===== config.mk =====
export PLATFORM = sky130hd
export DESIGN_NAME = alu_serial_ctrl_flat
export DESIGN_NICKNAME = d
export VERILOG_FILES = /design/src/rtl/alu_serial_pkg.sv /design/src/rtl/alu_serial_ctrl_if.sv /design/src/rtl/alu_serial_ctrl.sv /design/src/flat_wrapper.sv
export SDC_FILE = /design/constraint.sdc
export NUM_CORES = 1
export LEC_CHECK = 0
export ABC_CLOCK_PERIOD_IN_PS = 4040
export BUFFER_PORTS_ARGS = -buffer_cell sky130_fd_sc_hd__buf_2
export CAP_MARGIN = 20
export CORE_MARGIN = 5
export CORE_UTILIZATION = 55
export DETAILED_ROUTE_END_ITERATION = 10
export GPL_TIMING_DRIVEN = 0
export MAX_ROUTING_LAYER = met4
export PLACE_DENSITY = 0.82
export SYNTH_ARGS = -nofsm -noshare
export SYNTH_HDL_FRONTEND = slang
export SYNTH_SLANG_ARGS = --single-unit

===== constraint.sdc =====
create_clock -name clk -period 4.04 [get_ports clk]
set_input_delay 0 -clock clk [delete_from_list [all_inputs] [get_ports clk]]
set_output_delay 0 -clock clk [all_outputs]
set_load 0.005 [all_outputs]

===== src/rtl/alu_serial_pkg.sv =====
// alu_serial_pkg: opcodes, FSM states and helpers shared by the serial ALU sequencer
package alu_serial_pkg;
    localparam logic [1:0] OP_ADD = 2'b00;
    localparam logic [1:0] OP_SUB = 2'b01;
    localparam logic [1:0] OP_AND = 2'b10;
    localparam logic [1:0] OP_OR  = 2'b11;
    typedef enum logic [1:0] {IDLE, RUN, DONE} state_t;
    function automatic logic is_arith(input logic [1:0] op);
        return op == OP_ADD || op == OP_SUB;
    endfunction
endpackage


===== src/rtl/alu_serial_ctrl_if.sv =====
// alu_serial_ctrl_if: request and result handshakes of the serial ALU sequencer
interface alu_serial_ctrl_if #(parameter int WIDTH = 8);
    logic             in_valid, in_ready, in_cin;
    logic [WIDTH-1:0] in_a, in_b;
    logic [1:0]       in_op;
    logic             out_valid, out_ready, out_cout;
    logic [WIDTH-1:0] out_result;
    modport master (
        output in_valid, in_a, in_b, in_op, in_cin, out_ready,
        input  in_ready, out_valid, out_result, out_cout
    );
    modport slave (
        input  in_valid, in_a, in_b, in_op, in_cin, out_ready,
        output in_ready, out_valid, out_result, out_cout
    );
endinterface


===== src/rtl/alu_serial_ctrl.sv =====
// alu_serial_ctrl: feeds an external 1-bit ALU slice LSB first, chaining its carry
// and collecting result bits into a WIDTH-bit result.
module alu_serial_ctrl
    import alu_serial_pkg::*;
#(
    parameter  int WIDTH = 8,
    localparam int CNT_W = $clog2(WIDTH) > 0 ? $clog2(WIDTH) : 1
) (
    input  logic               clk,
    input  logic               rst_n,
    alu_serial_ctrl_if.slave   bus,
    output logic               alu_a,
    output logic               alu_b,
    output logic [1:0]         alu_op,
    output logic               alu_cin,
    input  logic               alu_result,
    input  logic               alu_cout
);
    state_t           state;
    logic [WIDTH-1:0] a_sr, b_sr, res_sr, res_next;
    logic [1:0]       op;
    logic [CNT_W-1:0] cnt;
    logic             carry, carry_next, run, last;

    assign run        = state == RUN;
    assign last       = cnt == CNT_W'(WIDTH - 1);
    assign res_next   = (res_sr >> 1) | (WIDTH'(alu_result) << (WIDTH - 1));
    assign carry_next = is_arith(op) & alu_cout;

    assign bus.in_ready  = state == IDLE;
    assign bus.out_valid = state == DONE;

    // SUB runs as A + ~B + 1 with the slice in ADD mode
    assign alu_a   = run & a_sr[0];
    assign alu_b   = run & (b_sr[0] ^ (op == OP_SUB));
    assign alu_op  = (run && op != OP_SUB) ? op : OP_ADD;
    assign alu_cin = run & is_arith(op) & carry;

    always_ff @(posedge clk or negedge rst_n) begin
        if (!rst_n) begin
            state          <= IDLE;
            a_sr           <= '0;
            b_sr           <= '0;
            res_sr         <= '0;
            op             <= OP_ADD;
            cnt            <= '0;
            carry          <= 1'b0;
            bus.out_result <= '0;
            bus.out_cout   <= 1'b0;
        end else begin
            case (state)
                IDLE: if (bus.in_valid) begin
                    a_sr  <= bus.in_a;
                    b_sr  <= bus.in_b;
                    op    <= bus.in_op;
                    carry <= (bus.in_op == OP_ADD) ? bus.in_cin : (bus.in_op == OP_SUB);
                    cnt   <= '0;
                    state <= RUN;
                end
                RUN: begin
                    a_sr   <= a_sr >> 1;
                    b_sr   <= b_sr >> 1;
                    res_sr <= res_next;
                    carry  <= carry_next;
                    cnt    <= cnt + 1'b1;
                    if (last) begin
                        bus.out_result <= res_next;
                        bus.out_cout   <= carry_next;
                        state          <= DONE;
                    end
                end
                DONE: if (bus.out_ready) state <= IDLE;
                default: state <= IDLE;
            endcase
        end
    end
endmodule


===== src/flat_wrapper.sv =====
// flat-port wrapper written by rule: the top's interface ports become plain ports
module alu_serial_ctrl_flat import alu_serial_pkg::*;
#(
    parameter  int WIDTH = 8,
    localparam int CNT_W = $clog2(WIDTH) > 0 ? $clog2(WIDTH) : 1
)
  (clk, rst_n, alu_a, alu_b, alu_op, alu_cin, alu_result, alu_cout, bus_in_valid, bus_in_a, bus_in_b, bus_in_op, bus_in_cin, bus_out_ready, bus_in_ready, bus_out_valid, bus_out_result, bus_out_cout);
  alu_serial_ctrl_if #(.WIDTH(WIDTH)) bus_i ();
  input  logic clk;
  input  logic rst_n;
  output logic alu_a;
  output logic alu_b;
  output logic [1:0] alu_op;
  output logic alu_cin;
  input  logic alu_result;
  input  logic alu_cout;
  input wire logic [$bits(bus_i.in_valid)-1:0] bus_in_valid;
  input wire logic [$bits(bus_i.in_a)-1:0] bus_in_a;
  input wire logic [$bits(bus_i.in_b)-1:0] bus_in_b;
  input wire logic [$bits(bus_i.in_op)-1:0] bus_in_op;
  input wire logic [$bits(bus_i.in_cin)-1:0] bus_in_cin;
  input wire logic [$bits(bus_i.out_ready)-1:0] bus_out_ready;
  output wire logic [$bits(bus_i.in_ready)-1:0] bus_in_ready;
  output wire logic [$bits(bus_i.out_valid)-1:0] bus_out_valid;
  output wire logic [$bits(bus_i.out_result)-1:0] bus_out_result;
  output wire logic [$bits(bus_i.out_cout)-1:0] bus_out_cout;
  assign bus_i.in_valid = bus_in_valid;
  assign bus_i.in_a = bus_in_a;
  assign bus_i.in_b = bus_in_b;
  assign bus_i.in_op = bus_in_op;
  assign bus_i.in_cin = bus_in_cin;
  assign bus_i.out_ready = bus_out_ready;
  assign bus_in_ready = bus_i.in_ready;
  assign bus_out_valid = bus_i.out_valid;
  assign bus_out_result = bus_i.out_result;
  assign bus_out_cout = bus_i.out_cout;
  alu_serial_ctrl #(.WIDTH(WIDTH)) u_core (.clk(clk), .rst_n(rst_n), .bus(bus_i), .alu_a(alu_a), .alu_b(alu_b), .alu_op(alu_op), .alu_cin(alu_cin), .alu_result(alu_result), .alu_cout(alu_cout));
endmodule

==> run_results.csv, run 1 <==
group,metric,value,unit
outcome,status,"completed",
clock_network,clockRootBuffer,"clkbuf_4",
global_route,grt_pass1_vias,1570,
global_route,grt_usage,22.23,%
placed_design,portBuffers,39,
worst_setup_path,cpLargestDelayFamily,"flip-flops",
timing,drv_slew,0,
die,die_x,68.82,µm
timing,finalSetupViolations,0,
synth,synth_cell_types,28,
timing,fin_worst_skew,4.993,ps
worst_setup_path,cp.arrival,1870,ps
timing,rsz0062_at_grt,"no",
clock_network,cts.htree.levels,2,
synth,synth_flop_cell,"dfrtp_1",
timing,worst_pin_slew,861.8,ps
routing,route.met3.wl,230,µm
clock_network,clock_sinks,40,
timing,setup_tns,0,ps
layout,syn_to_final_growth,27.94,%
worst_setup_path,crit_path_start_kind,"flop",
timing,clock.fmax,0.6121,GHz
routing,dr_wl_met2,2.328,mm
worst_setup_path,reg2reg_slack,2410,ps
worst_setup_path,path_buf_inv,1,
routing,drt-pass1-iter-count,4,
synth,yosysTopAreaCell,"dfrtp_1",
layout,final_nets,263,
worst_setup_path,worst_ep_required_time,4280,ps
global_route,antenna_found_initial,0,
synth,synth_edf_count,0,
timing,setup_ws,2406,ps
routing,routed_via_density,5.375,
clock_network,clock_latency,350,ps
clock_network,cts_tree,"done",
timing,slew_headroom,42.55,%
worst_setup_path,slowest_stage,"dfrtp_1",
synth,synth_top_cell_area_share,52.60,%
routing,drt-wirelength-per-cell,15.86,µm
layout,drive_gt1_share,24.89,%
synth,post_synth_most_frequent_cells,"dfrtp_1 (40), nor2b_1 (18), o21ai_1 (18)",
timing,layout_min_cycle_time,1634,ps
routing,drtIter0Drc,103,
layout,antennaDiodeCount,0,
synth,syn_avg_cell_area,11.33,µm²
synth,syn_inst,168,
global_route,grt_pass1_wl,7.320,mm
layout,nFillCells,239,
worst_setup_path,slowest_delay,420,ps
die,rows,21,
worst_setup_path,path_cells,"ha_1 > ha_1 > nand3b_1 > buf_4 > mux2_1",
worst_setup_path,path_common_cell,"ha_1",
placed_design,dpl.hpwl,2.984,mm
clock_network,max-clock-path-buffers,2,
clock_network,cts_setup_buffers,0,
synth,synth.most_common_cell,"dfrtp_1",
routing,drc,0,
die,core_area,3337,µm²
synth,syn-cell-area,1903,µm²
routing,wl_met1,1.878,mm
power,powerDensity,630.5,nW/µm²
hold_path,hold_class,"in -> reg",
synth,ys_seq_elements,40,
die,die_h,68.82,µm
worst_setup_path,worstPathMaxFanout,10,
synth,async_reset_ff_share,100.0,%
global_route,grt_max_degree,41,
placed_design,detailedPlace.worstSlack,2421,ps
placed_design,gp_congestion,0.8176,
routing,drt_wl_total,4.488,mm
worst_setup_path,setup.worst_path.end_class,"flop",
die,pin_count,41,
clock_network,cts_buffers,5,
worst_setup_path,crit_type,"reg -> reg",
routing,ant_nets,0,
synth,ys_top_cells_by_area,"dfrtp_1 (53%), mux2_1 (8.9%), nor2b_1 (5.9%)",
power,peakVddDrop,0.4041,mV
die,die-area,4736,µm²
clock_network,path_clk_slew,110,ps
power,leakagePower,0.001125,µW
timing,timing.final.crit_share,40.44,%
routing,top_signal_layer_used,"met4",
synth,syn-num-nets,195,
flow_run,maxCapViolCount,0,
routing,vias,1521,
synth,ys_warn_count,0,
timing,finalHoldViolations,0,
die,initial_core_util,57.03,%
global_route,grt_overflow,0,
synth,ys_seq_area_share,52.60,%
## kinds of logic (layout without fill, tap and decap cells)
family,after synthesis,in the layout,synth area share (%)
xor gates and xnor gates,1,1,0.4603
DFF,40,40,52.60
muxes,18,18,10.98
buffers and inverters,15,84,5.587
adders and majority gates,2,2,1.315
AOI/OAI and AO/OA,55,55,17.42
and+or+nand+nor,37,37,11.64
## cell usage in the layout, fill, tap and decap left out, drive strengths merged
master       synthesis  routed
nor3b                1       1
o21ai               18      18
nand2                6       6
nor2b               20      20
and3                 1       1
a22o                 2       2
inv                  2       2
o221a                1       1
mux2i                1       1
xnor2                1       1
o31ai                1       1
dlygate4sd3          0      22
buf                  9      48
nand2b               1       1
and2                 2       2
mux2                17      17
o21bai               2       2
ha                   2       2
nand3b               1       1
clkbuf               4      12
a21oi               17      17
a22oi               14      14
nor2                 5       5
dfrtp               40      40
## routing by layer
| metal | vias up | global-route usage, % |
|---|---|---|
| met5 | - | - |
| met4 | 0 | 7.056 |
| met3 | 6 | 6.159 |
| met2 | 42 | 36.35 |
| met1 | 744 | 26.77 |
| li1 | 729 | - |
## final cells by class
type	instances	area [µm²]	share of cell area [%]
Multi-Input combinational cell	113	795.8	32.68
Buffer	13	98.84	4.060
Inverter	2	7.507	0.3083
Clock buffer	8	58.81	2.415
Sequential cell	40	1001	41.11
Timing Repair Buffer	61	415.4	17.06
Tap cell	46	57.56	2.364
## worst paths after layout
path | cells after the start | start | endpoint
setup / recovery | 5 | u_core.cnt[0] | u_core.bus.out_result[0]
hold / removal | 4 | bus_in_valid | u_core.a_sr[6]
setup reg to reg | 5 | u_core.cnt[0] | u_core.bus.out_result[0]
hold reg to reg | 1 | u_core.bus.out_result[2] | u_core.bus.out_result[2]
max in group asynchronous | 2 | rst_n | u_core.bus.out_result[2]
min in group asynchronous | 2 | rst_n | u_core.bus.out_result[6]
## what timing repair did
action / 4_1_cts / 5_1_grt
endpoints found under the hold margin: 62 / 0
hold buffers: 22 / 0
resized for setup: 0 / 0
## flip-flops by register name (all words and copies together) (netlist names)
register               count
u_core.bus.out_result      8
u_core.bus.out_cout        1
u_core.carry               1
u_core.b_sr                8
u_core.op                  2
u_core.a_sr                8
u_core.cnt                 3
u_core.res_sr              7
u_core.state               2
## worst register-to-register path, stage by stage (launching register included)
cell      delay [ps]
dfrtp_1          420
ha_1             210
ha_1             210
nand3b_1         150
buf_4            200
mux2_1           340
## metrics by stage
| stage | cells | area (µm²) | hold slack [ps] | util, % | total power (µW) |
|---|---|---|---|---|---|
| floorplan | 168 | 1903 | -295.6 | - | 1102 |
| global route | 283 | 2435 | 20.19 | 72.97 | 1655 |
| CTS | 283 | 2435 | 26.99 | 72.97 | 1541 |
| detailed placement | 253 | 2156 | 163.6 | 64.60 | 1319 |
| global placement | 253 | 2156 | 154.6 | 64.60 | 1271 |
| finish | 283 | 2435 | 35.38 | 72.97 | 1535 |
## report_power, final
| group | switching [µW] | total (µW) | internal (µW) |
|---|---|---|---|
| Clock | 123 | 209 | 85.9 |
| Sequential | 116 | 691 | 575 |
| Combinational | 299 | 635 | 336 |
| Total | 539 | 1540 | 997 |
(Power assumes the default switching activity.)
==> run 2: changes to the inputs <==
ABC_AREA = 1   (was not set)
ABC_CLOCK_PERIOD_IN_PS = 1610   (was 4040)
CORE_UTILIZATION = 53   (was 55)
PLACE_DENSITY = 0.8   (was 0.82)
clock period = 1.61 ns   (was 4.04 ns; I/O delays follow)
==> run_results.csv, run 2 <==
group,metric,value,unit
die,die_h,68.63,µm
timing,rsz0062_at_grt,"no",
synth,ys_seq_elements,40,
power,comb_power_share,42.0,%
timing,fin_worst_skew,7.921,ps
synth,synth_cell_types,19,
routing,ant_nets,0,
worst_setup_path,crit_path_start_kind,"flop",
synth,synth_top_cell_area_share,54.95,%
die,rows,21,
timing,slew_headroom,42.27,%
timing,clock.fmax,0.7172,GHz
power,clkPwrFrac,16.0,%
layout,final_nets,323,
hold_path,hold_start,"bus_in_cin",
layout,drive_gt1_share,21.21,%
die,die-area,4710,µm²
clock_network,max-clock-path-buffers,2,
synth,syn_inst,227,
die,die_x,68.63,µm
timing,finalHoldViolations,0,
synth,synth_mux_area_share,0,%
global_route,grt_pass1_vias,1591,
timing,finalSetupViolations,0,
routing,drt-pass1-iter-count,4,
global_route,grt_usage,19.86,%
synth,synth_edf_count,0,
synth,syn_avg_cell_area,8.025,µm²
synth,synth.most_common_cell,"nand2_1",
power,swShare,39.21,%
synth,ys_top_cells_by_area,"dfrtp_1 (55%), nand2_1 (26%), o21ai_2 (3.8%)",
power,peakVddDrop,0.8051,mV
clock_network,clockRootBuffer,"clkbuf_4",
synth,post_synth_most_frequent_cells,"nand2_1 (126), dfrtp_1 (40), inv_1 (16)",
clock_network,cts_tree,"done",
hold_path,hold_class,"in -> reg",
worst_setup_path,crit_start,"u_core.state[1]",
routing,drtIter0Drc,104,
global_route,antenna_found_initial,0,
synth,yosys.area_share.simple,29.33,%
placed_design,placed_cells,313,
die,pin_count,41,
placed_design,portBuffers,40,
synth,async_reset_ff_share,100.0,%
routing,drt-wirelength-per-cell,11.47,µm
routing,routed_via_density,4.691,
hold_path,whs_path_depth,5,
synth,synth_xor_area_share,0.4808,%
power,p_int,2421,µW
synth,synth_flop_cell,"dfrtp_1",
timing,worst_pin_slew,866.0,ps
timing,layout_min_cycle_time,1394,ps
global_route,grt_overflow,0,
clock_network,clock_sinks,40,
routing,vias,1609,
layout,top_regs,"u_core.a_sr (8), u_core.b_sr (8), u_core.bus.out_result (8)",
worst_setup_path,rr_worst_depth,5,
worst_setup_path,setup.worst_path.end_class,"output port",
placed_design,gp_congestion,0.7549,
clock_network,path_clk_slew,110,ps
placed_design,placed_cell_area,2079,µm²
layout,nFillCells,264,
layout,antennaDiodeCount,0,
placed_design,dpl.hpwl,2.533,mm
worst_setup_path,regToRegEndpoint,"u_core.state[1]",
flow_run,maxCapViolCount,0,
outcome,status,"completed",
layout,most-common-layout-cells,"nand2_1 (126), buf_2 (43), dfrtp_1 (40)",
worst_setup_path,crit_type,"reg -> out",
worst_setup_path,reg2reg_slack,240,ps
synth,synth_compound_area_share,7.555,%
routing,drc,0,
worst_setup_path,worstPathMaxFanout,18,
clock_network,cts.htree.levels,2,
layout,syn_to_final_growth,31.04,%
synth,synth-adder-area-share,1.374,%
die,initial_core_util,54.59,%
synth,ys_seq_area_share,54.95,%
worst_setup_path,r2r_start,"u_core.cnt[0]",
timing,setup_tns,0,ps
layout,final_common_cell,"nand2_1",
worst_setup_path,cp.arrival,1390,ps
timing,timing.final.crit_share,86.61,%
power,powerDensity,1668,nW/µm²
power,power.switching,1562,µW
synth,ys_warn_count,0,
layout,utilization,71.54,%
die,core_area,3337,µm²
routing,drt_wl_total,3.934,mm
worst_setup_path,worst_ep_required_time,1610,ps
synth,syn-num-nets,254,
global_route,grt_max_degree,41,
power,leakagePower,0.001344,µW
hold_path,hold_end,"u_core.carry",
synth,syn-cell-area,1822,µm²
clock_network,clock_latency,340,ps
layout,final_cell_count_no_fill,343,
synth,synth_top_family_by_area,"simple AND/OR/NAND/NOR gates",
synth,yosysTopAreaCell,"dfrtp_1",
timing,drv_slew,0,
power,power,3982,µW
layout,final_area,2387,µm²
power,p_seq_share,42.0,%
global_route,grt_pass1_wl,6.775,mm
clock_network,cts_buffers,5,
==> run 2: worst max path at each step <==
stage                                 end  depth (start not counted)  slack (ps)
after detailed placement  u_core.state[1]                          5         260
after CTS                       alu_op[0]                          4         120
final                           alu_op[0]                          4         220
after global routing            alu_op[0]                          4          90
after floorplan           u_core.state[1]                          5         370
after global placement    u_core.state[1]                          5         270
==> run 2: cell type report <==
class                      instances  area, µm²  area share, %
tap                               46      57.56          2.411
timing repair buffer              63      430.4          18.03
clock inverter                     2      35.03          1.468
inverter                          17      66.31          2.778
buffer                             7      45.04          1.887
multi-input combinational        162      710.7          29.77
clock buffer                       6      41.29          1.730
sequential                        40       1001          41.93
==> run 2: what timing repair did <==
action / CTS / global route
gates cloned: 0 / 0
gates resized for setup: 0 / 1
pin swaps: 0 / 0
buffers inserted: 0 / 0
hold buffers: 23 / 0
hold endpoints to repair: 63 / 0
setup endpoints to repair: 3 / 1
==> run 2: logic make-up after synthesis <==
group	count (synthesis)
buf+inv	25
simple gates	138
flops	40
fa+ha+maj	2
xor+xnor	1
compound gates	21
==> run 2: metrics by stage <==
| step | hold slack, ps | setup WS [ps] |
|---|---|---|
| 3_3_place_gp | 160.9 | 267.0 |
| 6_report | 51.84 | 215.6 |
| 3_5_place_dp | 163.1 | 257.7 |
| 2_1_floorplan | -295.6 | 370.1 |
| 5_1_grt | 70.10 | 88.51 |
| 4_1_cts | 51.67 | 122.1 |
==> run 2: power groups by stage <==
stage               clock, µW  sequential [µW]  combinational, µW
global route              702             1730               1950
floorplan                   0             1660               1150
detailed placement          0             1690               1650
global placement            0             1680               1600
finish                    638             1670               1670
CTS                       649             1670               1680
==> run 2: critical path: stages (launching register included) <==
cell	delay, ps
dfrtp_1	390
inv_1	160
nand2_4	170
nor3b_1	210
buf_2	140
==> run 2: routing by layer <==
layer | global-route usage (%) | wire, µm | vias to the layer above
met2 | 32.54 | 1836 | 44
met4 | 10.17 | 111 | 0
met5 | - | 0 | -
met3 | 2.917 | 181 | 11
li1 | - | - | 831
met1 | 23.76 | 1805 | 723
==> run 3: changes to the inputs <==
CELL_PAD_IN_SITES_DETAIL_PLACEMENT = 2   (was not set)
CELL_PAD_IN_SITES_GLOBAL_PLACEMENT = 2   (was not set)
CORE_ASPECT_RATIO = 0.8   (was not set)
CORE_UTILIZATION = 30   (was 53)
PLACE_DENSITY = 0.79   (was 0.8)
==> run_results.csv, run 3 (synthesis results as in run 2) <==
group,metric,value,unit
clock_network,cts_buffers,5,
timing,clock.fmax,0.6822,GHz
worst_setup_path,crit_path_start_kind,"flop",
die,initial_core_util,30.81,%
timing,slew_headroom,37.66,%
layout,syn_to_final_growth,29.05,%
timing,setup_tns,0,ps
routing,drtIter0Drc,17,
power,peakVddDrop,0.6423,mV
routing,drt-pass1-iter-count,4,
die,die_h,79.70,µm
global_route,antenna_found_initial,0,
timing,rsz0062_at_grt,"no",
worst_setup_path,setup.worst_path.end_class,"output port",
timing,finalSetupViolations,0,
worst_setup_path,crit_type,"reg -> out",
worst_setup_path,cp.arrival,1470,ps
timing,finalHoldViolations,0,
clock_network,clockRootBuffer,"clkbuf_8",
routing,drt_wl_total,5.310,mm
hold_path,hold_class,"in -> reg",
global_route,grt_pass1_wl,9.204,mm
routing,drc,0,
clock_network,clock_sinks,40,
layout,antennaDiodeCount,0,
die,die_x,97.13,µm
routing,ant_nets,0,
outcome,status,"completed",
routing,dr_wl_met2,2.590,mm
worst_setup_path,worst_ep_required_time,1610,ps
power,leakagePower,0.001302,µW
placed_design,gp_congestion,0.7969,
clock_network,cts_tree,"done",
routing,routed_via_density,4.579,
die,pin_count,41,
layout,drive_gt1_share,23.69,%
clock_network,cts.htree.levels,2,
clock_network,clock_latency,300,ps
worst_setup_path,slowest_delay,390,ps
global_route,grt_max_degree,41,
die,rows,25,
die,core_area,5912,µm²
routing,drt-wirelength-per-cell,14.43,µm
power,powerDensity,1773,nW/µm²
global_route,grt_overflow,0,
placed_design,portBuffers,40,
layout,most-common-layout-cells,"nand2_1 (126), buf_2 (43), dfrtp_1 (39)",
timing,worst_pin_slew,935.2,ps
layout,final_common_cell,"nand2_1",
timing,fin_worst_skew,8.755,ps
timing,whs,7.088,ps
layout,top_regs,"u_core.a_sr (8), u_core.b_sr (8), u_core.bus.out_result (8)",
layout,utilization,39.77,%
timing,drv_slew,0,
worst_setup_path,slowest_stage,"dfrtp_1",
layout,final_nets,313,
routing,route.met3.wl,132,µm
clock_network,max-clock-path-buffers,2,
global_route,grt_usage,15.50,%
clock_network,path_clk_slew,80,ps
timing,timing.final.crit_share,91.04,%
flow_run,maxCapViolCount,0,
worst_setup_path,worstPathMaxFanout,10,
timing,layout_min_cycle_time,1466,ps
worst_setup_path,path_cells,"inv_2 > nand2_4 > clkbuf_4 > nor3_1 > buf_2",
clock_network,cts_setup_buffers,0,
layout,nFillCells,693,
routing,wl_met1,2.508,mm
routing,top_signal_layer_used,"met4",
placed_design,dpl.hpwl,3.642,mm
global_route,grt_pass1_vias,1865,
die,die-area,7741,µm²
routing,vias,1685,
[run 3: cell type report]
class | count | area [µm²] | share of cell area [%]
plain buffers | 8 | 52.55 | 2.235
clock buffers | 5 | 68.82 | 2.927
clock inverters | 3 | 23.77 | 1.011
inverters | 17 | 66.31 | 2.821
multi-input cells | 162 | 715.7 | 30.44
flip-flops and latches | 40 | 1002 | 42.63
well taps | 81 | 101.3 | 4.311
repair buffers | 52 | 320.3 | 13.62
[run 3: critical path, delay by kind of cell (launching register included)]
kind	cells	cell delay, ps
buffers and inverters	3	490
flip-flops	1	390
AND/OR/NAND/NOR	2	280
[run 3: stage by stage]
step	instances	cell area, µm²	power [µW]	setup slack [ps]
2_1_floorplan	227	1822	2809	370.1
5_1_grt	368	2351	4623	20.12
4_1_cts	368	2345	4253	55.77
3_3_place_gp	348	2123	3373	198.8
3_5_place_dp	348	2123	3484	127.1
6_report	368	2351	4167	144.2
[run 3: metal layers]
metal / vias up / GRT usage [%]
met2: 25 / 25.76
met1: 847 / 18.75
li1: 807 / -
met3: 6 / 3.493
met4: 0 / 5.470
met5: - / -
[run 3: path summary, 6_finish.rpt]
| kind | from | cells after the start | to | slack (ps) |
|---|---|---|---|---|
| worst min register to register | u_core.b_sr[3] | 2 | u_core.b_sr[3] | 480 |
| max in group asynchronous | rst_n | 2 | u_core.state[0] | 580 |
| worst min-delay path | bus_in_b[5] | 5 | u_core.b_sr[5] | 7 |
| min in group asynchronous | rst_n | 2 | u_core.bus.out_result[5] | 370 |
| worst max register to register | u_core.state[0] | 4 | u_core.b_sr[0] | 200 |
| worst max-delay path | u_core.state[1] | 5 | alu_cin | 140 |
[run 3: where the power goes]
part,internal [µW],switching [µW]
Combinational,657,1110
Clock,307,391
Sequential,1450,257
Total,2410,1760
[run 3: timing repair]
item	in CTS	in global routing
hold endpoints to repair	52	0
pin swaps	0	0
resized for setup	4	2
cloned	0	0
hold buffers	12	0
endpoints found under the setup margin	5	1
